--- src/rtl/clock_pkg.sv ---
// Shared constants, state encoding and sizing helper for the BCD-to-binary path.
// Latency: n/a (package only).
// Backpressure: n/a (package only).
package clock_pkg;

  // Width of one packed BCD digit
  localparam int BCD_W = 4;

  // Largest legal decimal digit value; anything above is an invalid BCD code
  localparam int BCD_MAX_DIGIT = 9;

  // Converter control states
  typedef enum logic {
    IDLE = 1'b0,
    CONV = 1'b1
  } conv_state_t;

  // Smallest binary width w such that 2^w > 10^num_digits - 1
  function automatic int req_out_w(input int num_digits);
    longint unsigned lim;
    int              w;
    lim = 64'd1;
    for (int i = 0; i < num_digits; i++) begin
      lim = lim * 64'd10;
    end
    w = 63;
    for (int k = 62; k >= 0; k--) begin
      if ((64'd1 << k) >= lim) begin
        w = k;
      end
    end
    return w;
  endfunction

endpackage

--- src/rtl/bcd_mac10_step.sv ---
// One multiply-by-ten-and-add step: acc_out = acc_in*10 + digit, truncated to OUT_W.
// Latency: purely combinational, zero cycles.
// Backpressure: none; the caller decides when the result is registered.
module bcd_mac10_step
  import clock_pkg::*;
#(
  parameter int OUT_W = 10
) (
  input  logic [OUT_W-1:0] acc_in,
  input  logic [BCD_W-1:0] digit,
  output logic [OUT_W-1:0] acc_out
);

  // Four guard bits hold the full *10 product before truncation back to OUT_W
  localparam int WIDE_W = OUT_W + 4;

  logic [WIDE_W-1:0] w_acc_ext;

  assign w_acc_ext = {4'b0000, acc_in};

  // acc*10 as (acc<<3)+(acc<<1); modulo 2^OUT_W wrap happens in the final cast
  assign acc_out = OUT_W'((w_acc_ext << 3) + (w_acc_ext << 1) + WIDE_W'(digit));

endmodule

--- src/rtl/bcd_to_bin_seq.sv ---
// Sequential BCD-to-binary converter, one digit (MSD first) per clock; optional macro BCD_DIGIT_CHECK_EN flags digits > 9.
// Latency: result and one-cycle valid at start edge + NUM_DIGITS; one result per NUM_DIGITS+1 cycles back-to-back.
// Backpressure: start is only honoured while busy=0; starts during a conversion are dropped. Reset release is expected pre-synchronised.
module bcd_to_bin_seq
  import clock_pkg::*;
#(
  parameter int NUM_DIGITS = 3,
  parameter int OUT_W      = 10
) (
  input  logic                        clk,
  input  logic                        rst_n,
  input  logic                        start,
  input  logic [BCD_W*NUM_DIGITS-1:0] bcd_in,
  output logic                        busy,
  output logic                        valid,
  output logic [OUT_W-1:0]            bin_out,
  output logic                        err
);

  localparam int IN_W  = BCD_W * NUM_DIGITS;
  localparam int IDX_W = (NUM_DIGITS > 1) ? $clog2(NUM_DIGITS) : 1;
  localparam logic [IDX_W-1:0] LAST_IDX = IDX_W'(NUM_DIGITS - 1);

  // Refuse to build a result register too narrow for the largest decimal value
  generate
    if (OUT_W < req_out_w(NUM_DIGITS)) begin : g_width_check
      $error("OUT_W too small for NUM_DIGITS");
    end
  endgenerate

  conv_state_t      r_state;
  logic [IN_W-1:0]  r_digits;
  logic [OUT_W-1:0] r_acc;
  logic [IDX_W-1:0] r_idx;
  logic             r_busy;
  logic             r_valid;
  logic [OUT_W-1:0] r_bin;

  logic [BCD_W-1:0] w_msd;
  logic [OUT_W-1:0] w_acc_next;

  // The digit being folded in is always the top nibble of the shift register
  assign w_msd = r_digits[IN_W-1 -: BCD_W];

  bcd_mac10_step #(
    .OUT_W (OUT_W)
  ) u_mac10 (
    .acc_in  (r_acc),
    .digit   (w_msd),
    .acc_out (w_acc_next)
  );

`ifdef BCD_DIGIT_CHECK_EN
  logic r_bad;
  logic r_err;
  logic w_bad_now;

  // Sticky flag including the digit consumed this cycle, so the last digit counts too
  assign w_bad_now = r_bad | (w_msd > BCD_W'(BCD_MAX_DIGIT));
`endif

  // Control FSM with registered outputs: capture on start, fold one digit per edge, publish on the last
  always_ff @(posedge clk or negedge rst_n) begin
    if (!rst_n) begin
      r_state  <= IDLE;
      r_digits <= '0;
      r_acc    <= '0;
      r_idx    <= '0;
      r_busy   <= 1'b0;
      r_valid  <= 1'b0;
      r_bin    <= '0;
`ifdef BCD_DIGIT_CHECK_EN
      r_bad    <= 1'b0;
      r_err    <= 1'b0;
`endif
    end else begin
      r_valid <= 1'b0;
      case (r_state)
        IDLE: begin
          if (start) begin
            r_digits <= bcd_in;
            r_acc    <= '0;
            r_idx    <= '0;
            r_busy   <= 1'b1;
            r_state  <= CONV;
`ifdef BCD_DIGIT_CHECK_EN
            r_bad    <= 1'b0;
`endif
          end
        end
        CONV: begin
          r_acc    <= w_acc_next;
          r_digits <= r_digits << BCD_W;
          r_idx    <= r_idx + 1'b1;
`ifdef BCD_DIGIT_CHECK_EN
          r_bad    <= w_bad_now;
`endif
          if (r_idx == LAST_IDX) begin
            r_state <= IDLE;
            r_busy  <= 1'b0;
            r_valid <= 1'b1;
            r_idx   <= '0;
`ifdef BCD_DIGIT_CHECK_EN
            r_bin   <= w_bad_now ? '0 : w_acc_next;
            r_err   <= w_bad_now;
`else
            r_bin   <= w_acc_next;
`endif
          end
        end
        default: r_state <= IDLE;
      endcase
    end
  end

  assign busy    = r_busy;
  assign valid   = r_valid;
  assign bin_out = r_bin;
`ifdef BCD_DIGIT_CHECK_EN
  assign err     = r_err;
`else
  assign err     = 1'b0;
`endif

endmodule

--- config.mk ---
export PLATFORM = sky130hd
export DESIGN_NAME = bcd_to_bin_seq
export DESIGN_NICKNAME = d
export VERILOG_FILES = /design/src/rtl/clock_pkg.sv /design/src/rtl/bcd_mac10_step.sv /design/src/rtl/bcd_to_bin_seq.sv
export SDC_FILE = /design/constraint.sdc
export NUM_CORES = 1
export LEC_CHECK = 0
export ABC_AREA = 0
export CAP_MARGIN = 20
export CORE_ASPECT_RATIO = 2
export CORE_MARGIN = 10
export CORE_UTILIZATION = 53
export CTS_CLUSTER_DIAMETER = 60
export CTS_CLUSTER_SIZE = 20
export DETAILED_ROUTE_END_ITERATION = 7
export PLACE_DENSITY = 0.79
export SETUP_SLACK_MARGIN = 0.4
export SLEW_MARGIN = 20
export SYNTH_ARGS = -nofsm -noshare
export SYNTH_HDL_FRONTEND = slang
export SYNTH_SLANG_ARGS = --single-unit
--- constraint.sdc ---
create_clock -name clk -period 2.7 [get_ports clk]
set_input_delay 0.27 -clock clk [delete_from_list [all_inputs] [get_ports clk]]
set_output_delay 0.27 -clock clk [all_outputs]
set_load 0.005 [all_outputs]
======== Yosys cells after proc, flatten, opt, wreduce, memory -nomap -nowiden ========
Index checks and enable logic that the tools add are counted.
storage, ports and cells
  bits in registers ....................... 36
  bits in latches ......................... 0
  RAM bits ................................ 0
  ROM bits ................................ 0
  input bits .............................. 15
  output and inout port bits .............. 13
  logic and storage cells ................. 31
  memories kept ........................... 0
cells by class
  $add $sub $neg .......................... 3
  multipliers ............................. 0
  div/mod/pow operators ................... 0
  $lt $le $gt $ge ......................... 0
  eq/ne operators ......................... 3
  shift-type cells ........................ 0
  muxes and demuxes ....................... 15
  bitwise logic cells ..................... 1
  reduce and logical (&&, ||, !) cells .... 2
operator list
  cell                                                   number
  case mux 12 bit (2 select lines)                       1
  case mux 9 bit (2 select lines)                        1
  two-way mux 12 bit                                     1
  adder 10 bit                                           1
  adder 10 x 4 -> 10 bit                                 1
  two-way mux 9 bit                                      1
  two-way mux 1 bit                                      6
  two-way mux 2 bit                                      2
  case mux 1 bit (2 select lines)                        2
  case mux 2 bit (2 select lines)                        1
  AND reduction 2 bit                                    2
  adder 2 x 1 -> 2 bit, second input constant            1
  == test 2 bit, second input constant                   1
  inequality test 2 x 1 -> 1 bit, second input constant  1
  inequality test 2 bit, second input constant           1
  NOT 1 bit                                              1

======== Logic depth before layout (Yosys ltp) ========
Gate-level depths: netlist of the first run.
  depth after elaboration ................. 3
  gate-level depth with buffers ........... 8
  mapped depth without buffers ............ 8

======== Modules after synthesis ========
Synthesis of the first run repeated with hierarchy kept, for this count alone.
unflattened totals
  cells, all modules ...................... 159
  area total of the unflattened synthesis .. 1,956.9 µm²
by module, submodules not included
  module          instances  cells an instance  area each (µm²)  seq. area each (µm²)
  bcd_to_bin_seq  1          113                1,539.0          925.9
  bcd_mac10_step  1          46                 417.9            0.0

======== Least setup slack after synthesis of the first run ========
No wires, ideal clock.
  path kind ............................... register -> register
  start point ............................. reg r_digits[11]
  end point ............................... reg r_bin[8] (netlist: bin_out[8])
  library setup time ...................... 0.131 ns
  arrival time ............................ 2.021 ns
  required time ........................... 2.569 ns
  slack ................................... 0.547 ns
  stages on the path, launching flop included .. 9
  buffers on the path ..................... 0
  period minus slack after synthesis ...... 2.153 ns
  cell sequence ........................... dfrtp_1 > inv_1 > fa_1 > inv_1 > fa_1 > a21o_1 > a31oi_1 > or4_1 > nand3_1
on the way
  word-level cells in the longest chain between the ends .. 1
ends and longest elaborated chain
  what                    RTL line               source
  from (decl)             bcd_to_bin_seq.sv:32   logic [IN_W-1:0] r_digits;
  from (signal assigned)  bcd_to_bin_seq.sv:81   r_digits <= bcd_in;
  from (signal assigned)  bcd_to_bin_seq.sv:93   r_digits <= r_digits << BCD_W;
  adder 10 x 4 -> 10 bit  bcd_mac10_step.sv:22   assign acc_out = OUT_W'((w_acc_ext << 3) + (w_acc_ext << 1) + WIDE_W'(digit));
  to (signal assigned)    bcd_to_bin_seq.sv:107  r_bin <= w_acc_next;
  to (decl)               bcd_to_bin_seq.sv:37   logic [OUT_W-1:0] r_bin;
Every way passes these cells.
A chain may end at the register's enable or synchronous reset.

======== Final worst setup path of the first run ========
  start point ............................. reg r_acc[0]
  end point ............................... reg r_acc[6]
on the way
  word-level cells in the longest chain between the ends .. 3
ends and longest elaborated chain
  what                             RTL line              source
  from (decl)                      bcd_to_bin_seq.sv:33  logic [OUT_W-1:0] r_acc;
  from (signal assigned)           bcd_to_bin_seq.sv:92  r_acc <= w_acc_next;
  adder 10 bit                     bcd_mac10_step.sv:22
  adder 10 x 4 -> 10 bit           bcd_mac10_step.sv:22
  case mux 9 bit (2 select lines)  bcd_to_bin_seq.sv:78  case (r_state)
Every way passes these cells.

==> results of run 1 <==
==> cells by family (layout without fill, tap and decap cells) <==
kind of cell,count (synthesis),count (layout),share of synthesized area (%)
AOI/OAI and AO/OA,39,39,13.5
xor gates and xnor gates,4,4,2.61
adders and majority gates,16,16,11.5
buffers and inverters,18,50,4.02
DFF,36,36,48.2
muxes,12,12,6.43
other,1,1,0.201
and+or+nand+nor,55,55,13.5
==> power by group through the flow <==
| stage | sequential [mW] | clock [mW] | combinational (mW) |
|---|---|---|---|
| 2_1_floorplan | 0.882 | 0 | 0.899 |
| 3_3_place_gp | 0.921 | 0 | 1.23 |
| 3_5_place_dp | 0.942 | 0 | 1.31 |
| 4_1_cts | 0.931 | 0.386 | 1.38 |
| 5_1_grt | 0.955 | 0.411 | 1.56 |
| 6_report | 0.929 | 0.382 | 1.43 |
==> routing by layer <==
metal  share of wire [%]  global-route usage (%)  vias to the layer above
met5                   0                       0                        -
met4                 2.9                    6.91                        0
met3                 4.7                    3.18                       12
met2                  56                    25.0                       42
met1                  36                    15.0                      696
li1                    -                       -                      685
==> flip-flops by register name, indices dropped and copies added, names as in the netlist <==
register and count:
bin_out 10, busy 1, r_acc 9, r_digits 12
r_idx 2, r_state 1, valid 1
==> cell usage after synthesis (all sizes together) (2+ instances only) <==
master    n  area, um2
ha       14        175
inv      10       37.5
a21o      2       15.0
nand3     4       20.0
buf       5       26.3
mux2i    12        120
or4       2       15.0
o31ai     2       15.0
nand2    34        128
o2111ai   2       17.5
fa        2       40.0
nand2b    3       18.8
clkbuf    3       11.3
o21ai    15       75.1
a22o      2       17.5
dfrtp    36        901
a21oi     6       33.8
nor2      8       30.0
xnor2     2       17.5
o22ai     3       18.8
==> critical path, delay by kind of cell, from the launching register on <==
| family | cells | cell delay [ns] |
|---|---|---|
| AOI/OAI and AO/OA | 3 | 0.49 |
| xor gates and xnor gates | 1 | 0.21 |
| adders and majority gates | 2 | 0.89 |
| buffers and inverters | 2 | 0.16 |
| DFF | 1 | 0.37 |
==> worst max path at each step <==
stage,from,slack [ns],cells past startpoint,to
2_1_floorplan,r_digits[11]$_DFFE_PN0P_,0.55,8,bin_out[8]$_DFFE_PN0P_
3_3_place_gp,r_digits[11]$_DFFE_PN0P_,0.44,8,bin_out[8]$_DFFE_PN0P_
3_5_place_dp,r_digits[11]$_DFFE_PN0P_,0.30,8,r_acc[8]$_DFFE_PN0P_
4_1_cts,r_digits[11]$_DFFE_PN0P_,0.41,8,r_acc[7]$_DFFE_PN0P_
5_1_grt,r_digits[11]$_DFFE_PN0P_,0.38,8,r_acc[6]$_DFFE_PN0P_
6_report,r_acc[0]$_DFFE_PN0P_,0.45,8,r_acc[6]$_DFFE_PN0P_
==> metrics by stage <==
step	area, um2	setup slack [ns]	hold slack [ns]	util, %	std cells
2_1_floorplan	1870	0.547	-0.0256	-	181
3_3_place_gp	2170	0.441	0.463	63.6	250
3_5_place_dp	2170	0.297	0.469	63.6	250
5_1_grt	2310	0.376	0.449	67.5	261
4_1_cts	2280	0.407	0.410	66.7	258
6_report	2310	0.450	0.390	67.5	261
==> final cells by class <==
type,count,share of cell area [%]
Clock buffer,7,3.31
Clock inverter,1,0.380
Inverter,10,1.63
Multi-Input combinational cell,127,39.8
Sequential cell,36,39.0
Tap cell,48,2.60
Timing Repair Buffer,32,13.2
==> what timing repair did <==
action | 4_1_cts | 5_1_grt
gates resized for setup | 4 | 2
buffers inserted | 0 | 3
pin swaps | 1 | 3
endpoints found under the setup margin | 4 | 5
hold buffers | 0 | 0
==> results.md, run 1 <==
- Max frequency: roughly 440 MHz
- Largest net degree at the start of global routing: 37
- CP max FO: 2
- Total power: ~2.7 mW
- WP data arrival: ~2.4 ns
- CTS Sinks: 36
- Antenna violations before repair: 0
- IO Port Bufs: 26
- Clk network pwr share: 13.9%
- Setup_tns: 0 ns
- Max VDD drop: slightly below 0.0008 V
- Die area: ~6400 um2
- PwrDens: approximately 1200 nW/um2
- Via density per instance: around 5.5
- Multi-input gate area: ~920 um2
- Critical setup path kind: reg -> reg
- Hold Path Class: in -> async
- Sequential area share after synthesis: roughly half
- Layout Nets: 243
- RSZ-0062 raised after global routing: true
- CP max stage cell: fa_1
- Reg clk slew, reported paths: roughly 0.070 ns
- CP cell instances: inv_1, fa_1, inv_1, fa_2, a21o_1, a21oi_2, xor2_1, o22ai_1
- Share of synthesized flip-flops with an asynchronous set or reset: 100%
- Status: finished clean
- Synth Instances: 181
- Die width: between 60 and 70 um
- Final setup viols: 0
- HPWL Detailed: approximately 3.2 mm
- Clock buffer depth: 2
- Final hold vios: 0
- RePlAce Congestion: ~0.91
- Global-route wire length before repair: between 7 and 8 mm
- CTS Buf Count: 5
- Clk Latency, worst-skew pair: between 0.2 and 0.3 ns
- Total number of vias: 1435
- Filler cells: roughly 260
- Seq pwr share: between 30 and 40%
- Worst-case reg-to-reg path depth: 8
- GRT Total Usage: 14.4%
- WL per Instance: around 17 um
- Most frequent cells in the layout: dfrtp_1, nand2_1, clkdlybuf4s50_1
- Worst path max stage delay: between 0.5 and 0.6 ns
- CP startpoint kind: flop
- Die Y-Extent: a little over 100 um
- Cell mode on critical path: inv_1
- Antenna-violating nets left: 0
- Max_cap viols: 0
- Nets in the synthesized netlist: around 210
- Psw: approximately 1.1 mW
- Sw Share: 41.4%
- Fin. max-slew vios: 0
- Drt total wl: approximately 4.4 mm
- FF-to-FF End: r_acc[6]$_DFFE_PN0P_
- Number of global-route vias before repair: 1545
- Mapped Area: between 1500 and 2000 um2
- Rows: 30
- Clk root buf: clkbuf_8
- Register area: 901 um2
- R2r setup slk: around 0.45 ns
- Internal cell power: 1.61 mW
- Starting DRT DRC Count: 31
- Primary FF master, synth: dfrtp_1
- Starting Density: ~55%
- Overflow after GRT: 0
- IO Pins: 28
- Share of cells above drive strength 1: roughly a tenth
- N_diodes: 0
- Syn_area_per_cell: between 10 and 15 um2
- Post-synth EDFFs: 0
- Crit path capture type: flop
- Clock skew: 0.00456 ns
- H-tree lvl count: 2
- Final Cycle Share: a little over four fifths
- DRC Markers: 0
- Area Overhead vs Synth: 23.5%
- Yosys reg bits: 36
- Drt pass-1 iters: 4
- TritonCTS clock tree: yes
- Combinational Power Share: 52.2%
- Synth Warn #: 0
- Crit path required time: around 2.9 ns
- Reg2reg start: r_acc[0]$_DFFE_PN0P_
- Min Clock Period, post-route: ~2.2 ns
- Core box area: around 3400 um2
- Leak pwr: 1.12 nW
- Leading cell type in the layout, fill and taps excluded: dfrtp_1
- Synth cell types: 38
Note: power is estimated with default switching activity, not from simulation.
==> run 2, diff against run 1 <==
--- a/config.mk
+++ b/config.mk
@@ -9,11 +9,11 @@
 export CAP_MARGIN = 20
 export CORE_ASPECT_RATIO = 2
 export CORE_MARGIN = 10
-export CORE_UTILIZATION = 53
+export CORE_UTILIZATION = 48
 export CTS_CLUSTER_DIAMETER = 60
 export CTS_CLUSTER_SIZE = 20
 export DETAILED_ROUTE_END_ITERATION = 7
-export PLACE_DENSITY = 0.79
+export PLACE_DENSITY = 0.76
 export SETUP_SLACK_MARGIN = 0.4
 export SLEW_MARGIN = 20
 export SYNTH_ARGS = -nofsm -noshare
==> constraint.sdc (replaced) <==
create_clock -name clk -period 1.85 [get_ports clk]
set_input_delay 0.185 -clock clk [delete_from_list [all_inputs] [get_ports clk]]
set_output_delay 0.185 -clock clk [all_outputs]
set_load 0.005 [all_outputs]
==> run 2 against run 1 <==
The run now ends with negative setup slack left. Clock power up 53%. Die area up 7.7%. Clock-buffer cell count unchanged. Clock skew down 0.0020 ns. Fmax up 2.4%.
==> results.md, run 2 (synthesis results as in run 1) <==
- Status: finished with violations
- Violated checks: negative setup slack
- Slew margin rel.: around 65%
- Area Overhead vs Synth: 38.3%
- TritonCTS clock tree: yes
- Total power: 4.84 mW (+76%)
- Leak pwr: 1.22 nW (+8.9%)
- RSZ-0062 raised after global routing: true
- Total number of vias: 1519 (+5.9%)
- Share of cells above drive strength 1: 23.8% (+14 points)
- PwrDens: 1870 nW/um2 (+57%)
- IO Pins: 28 (unchanged)
- Slew at the pin with the worst max-slew slack: 0.524 ns
- Psw: 1.94 mW (+71%)
- Overflow after GRT: 0 (unchanged)
- Final hold vios: 0 (unchanged)
- CP max FO: 4 (+2)
- Starting Density: 49.1% (-5.6 points)
- Seq pwr share: 27.7% (-6.2 points)
- Max VDD drop: 0.00114 V (+48%)
- Cell mode on critical path: inv_2
- IO Port Bufs: 26 (unchanged)
- Core box area: 3800 um2 (+11%)
- Layout Nets: 261 (+7.4%)
- Crit path capture type: flop
- Die Y-Extent: 108 um (+4.1%)
- Number of global-route vias before repair: 1698 (+9.9%)
- Max FFs per register: 12 (unchanged)
- WL per Instance: 16.7 um (-0.32%)
- Hold_buf cts: 0 (unchanged)
- Combinational Power Share: 60.2% (+8.0 points)
- Antenna violations before repair: 0 (unchanged)
- Die area: 6940 um2 (+7.7%)
- N_diodes: 0 (unchanged)
- Drt pass-1 iters: 4 (unchanged)
- Biggest register: r_digits
- Die width: 64.1 um (+3.4%)
- Starting DRT DRC Count: 37 (+19%)
- Clock buffer depth: 2 (unchanged)
- Antenna-violating nets left: 0 (unchanged)
- CP max stage cell: fa_1
- Max_cap viols: 0 (unchanged)
- Via density per instance: 5.39 (-2.0%)
- CTS Buf Count: 5 (unchanged)
- Clk root buf: clkbuf_8
- WP data arrival: 2.37 ns (-0.05 ns)
- Global-route wire length before repair: 7.69 mm (+7.3%)
- Final setup viols: 12 (+12)
- Final Cycle Share: 119% (+35 points)
- Critical setup path kind: reg -> reg
- DRC Markers: 0 (unchanged)
- Fin. max-slew vios: 0 (unchanged)
- Sw Share: 40.1% (-1.3 points)
- Clk network pwr share: 12.1% (-1.8 points)
- Clock skew: 0.00254 ns (-0.00202 ns)
- Min Clock Period, post-route: 2.20 ns (-0.0536 ns)
- Internal cell power: 2.90 mW (+80%)
- Rows: 32 (+6.7%)
- Final core utilization: 67.9% (+0.38 points)
- Drt total wl: 4.72 mm (+7.7%)
- Most frequent cells in the layout: dfrtp_1, nand2_1, clkdlybuf4s50_1
- CP startpoint kind: flop
- Max frequency: 455 MHz (+2.4%)
- Crit path required time: 2.02 ns (-0.85 ns)
- RePlAce Congestion: 0.933 (+3.0%)
- Filler cells: 296 (+14%)
- Hold Path Class: in -> async
- HPWL Detailed: 3.61 mm (+12%)
- Clk Latency, worst-skew pair: 0.29 ns (about the same)
- Reg clk slew, reported paths: 0.07 ns (about the same)
- CP cell instances: inv_2, fa_1, inv_2, fa_2, a21o_1, a31oi_4, or4_1, nand3_1
- Leading cell type in the layout, fill and taps excluded: dfrtp_1
- Largest net degree at the start of global routing: 37 (unchanged)
- H-tree lvl count: 2 (unchanged)
- GRT Total Usage: 14.1% (-0.23 points)
- Final worst slack: -0.346 ns (-0.796 ns)
- Worst path max stage delay: 0.55 ns (+0.04 ns)
- CTS Sinks: 36 (unchanged)
run 2: final cells by class:
cell class	count	area [um2]	share of cell area (%)
clock buffers	7	86.3	3.34
clock inverters	1	7.51	0.291
inverters	10	37.5	1.45
multi-input cells	127	1040	40.1
flip-flops and latches	36	901	34.9
well taps	51	63.8	2.47
repair buffers	50	452	17.5
run 2: per-layer routing:
metal | vias to the layer above | part of all wire, % | wire length, um | track usage [%]
met5 | - | 0 | 0 | 0
met4 | 0 | 5.6 | 265 | 10.2
met3 | 21 | 4.2 | 197 | 3.21
met2 | 51 | 56 | 2650 | 26.5
met1 | 727 | 34 | 1600 | 12.8
li1 | 720 | - | - | -
run 2: worst paths after layout:
check | to | cells past startpoint | slack, ns | from
max | r_acc[8]$_DFFE_PN0P_ | 8 | -0.35 | r_acc[2]$_DFFE_PN0P_
min | busy$_DFFE_PN0P_ | 2 | 0.31 | rst_n
max reg2reg | r_acc[8]$_DFFE_PN0P_ | 8 | -0.35 | r_acc[2]$_DFFE_PN0P_
min reg2reg | bin_out[0]$_DFFE_PN0P_ | 2 | 0.49 | bin_out[0]$_DFFE_PN0P_
max in group asynchronous | r_acc[5]$_DFFE_PN0P_ | 2 | 1.22 | rst_n
min in group clk | bin_out[0]$_DFFE_PN0P_ | 2 | 0.49 | bin_out[0]$_DFFE_PN0P_
run 2: critical path: cells and delay by family (launching register included):
family | cells | cell delay [ns]
adders and majority gates | 2 | 0.90
buffers and inverters | 2 | 0.12
DFF | 1 | 0.39
and+or+nand+nor | 2 | 0.22
AOI/OAI and AO/OA | 2 | 0.45
run 2: power by group through the flow:
stage | logic, mW | registers [mW] | clock network [mW]
after floorplan | 1.48 | 1.29 | 0
after global placement | 2.42 | 1.34 | 0
after detailed placement | 2.51 | 1.36 | 0
after CTS | 2.82 | 1.35 | 0.599
after global routing | 3.14 | 1.39 | 0.628
final | 2.91 | 1.34 | 0.585
run 2: what timing repair did:
item                       in CTS  in global routing
gates resized for setup        14                  5
pin swaps                      16                 10
setup endpoints to repair      13                 13
buffers inserted                3                  1
run 2: per-stage QoR:
| stage | TNS, ns | instances | hold slack (ns) | instance area, um2 | worst slack, ns |
|---|---|---|---|---|---|
| 6_report | -3.11 | 282 | 0.305 | 2580 | -0.346 |
| 5_1_grt | -3.87 | 282 | 0.333 | 2580 | -0.427 |
| 4_1_cts | -2.84 | 281 | 0.324 | 2550 | -0.368 |
| 3_5_place_dp | -2.66 | 270 | 0.471 | 2360 | -0.329 |
| 3_3_place_gp | -1.99 | 270 | 0.466 | 2360 | -0.262 |
| 2_1_floorplan | -1.04 | 181 | -0.111 | 1920 | -0.213 |
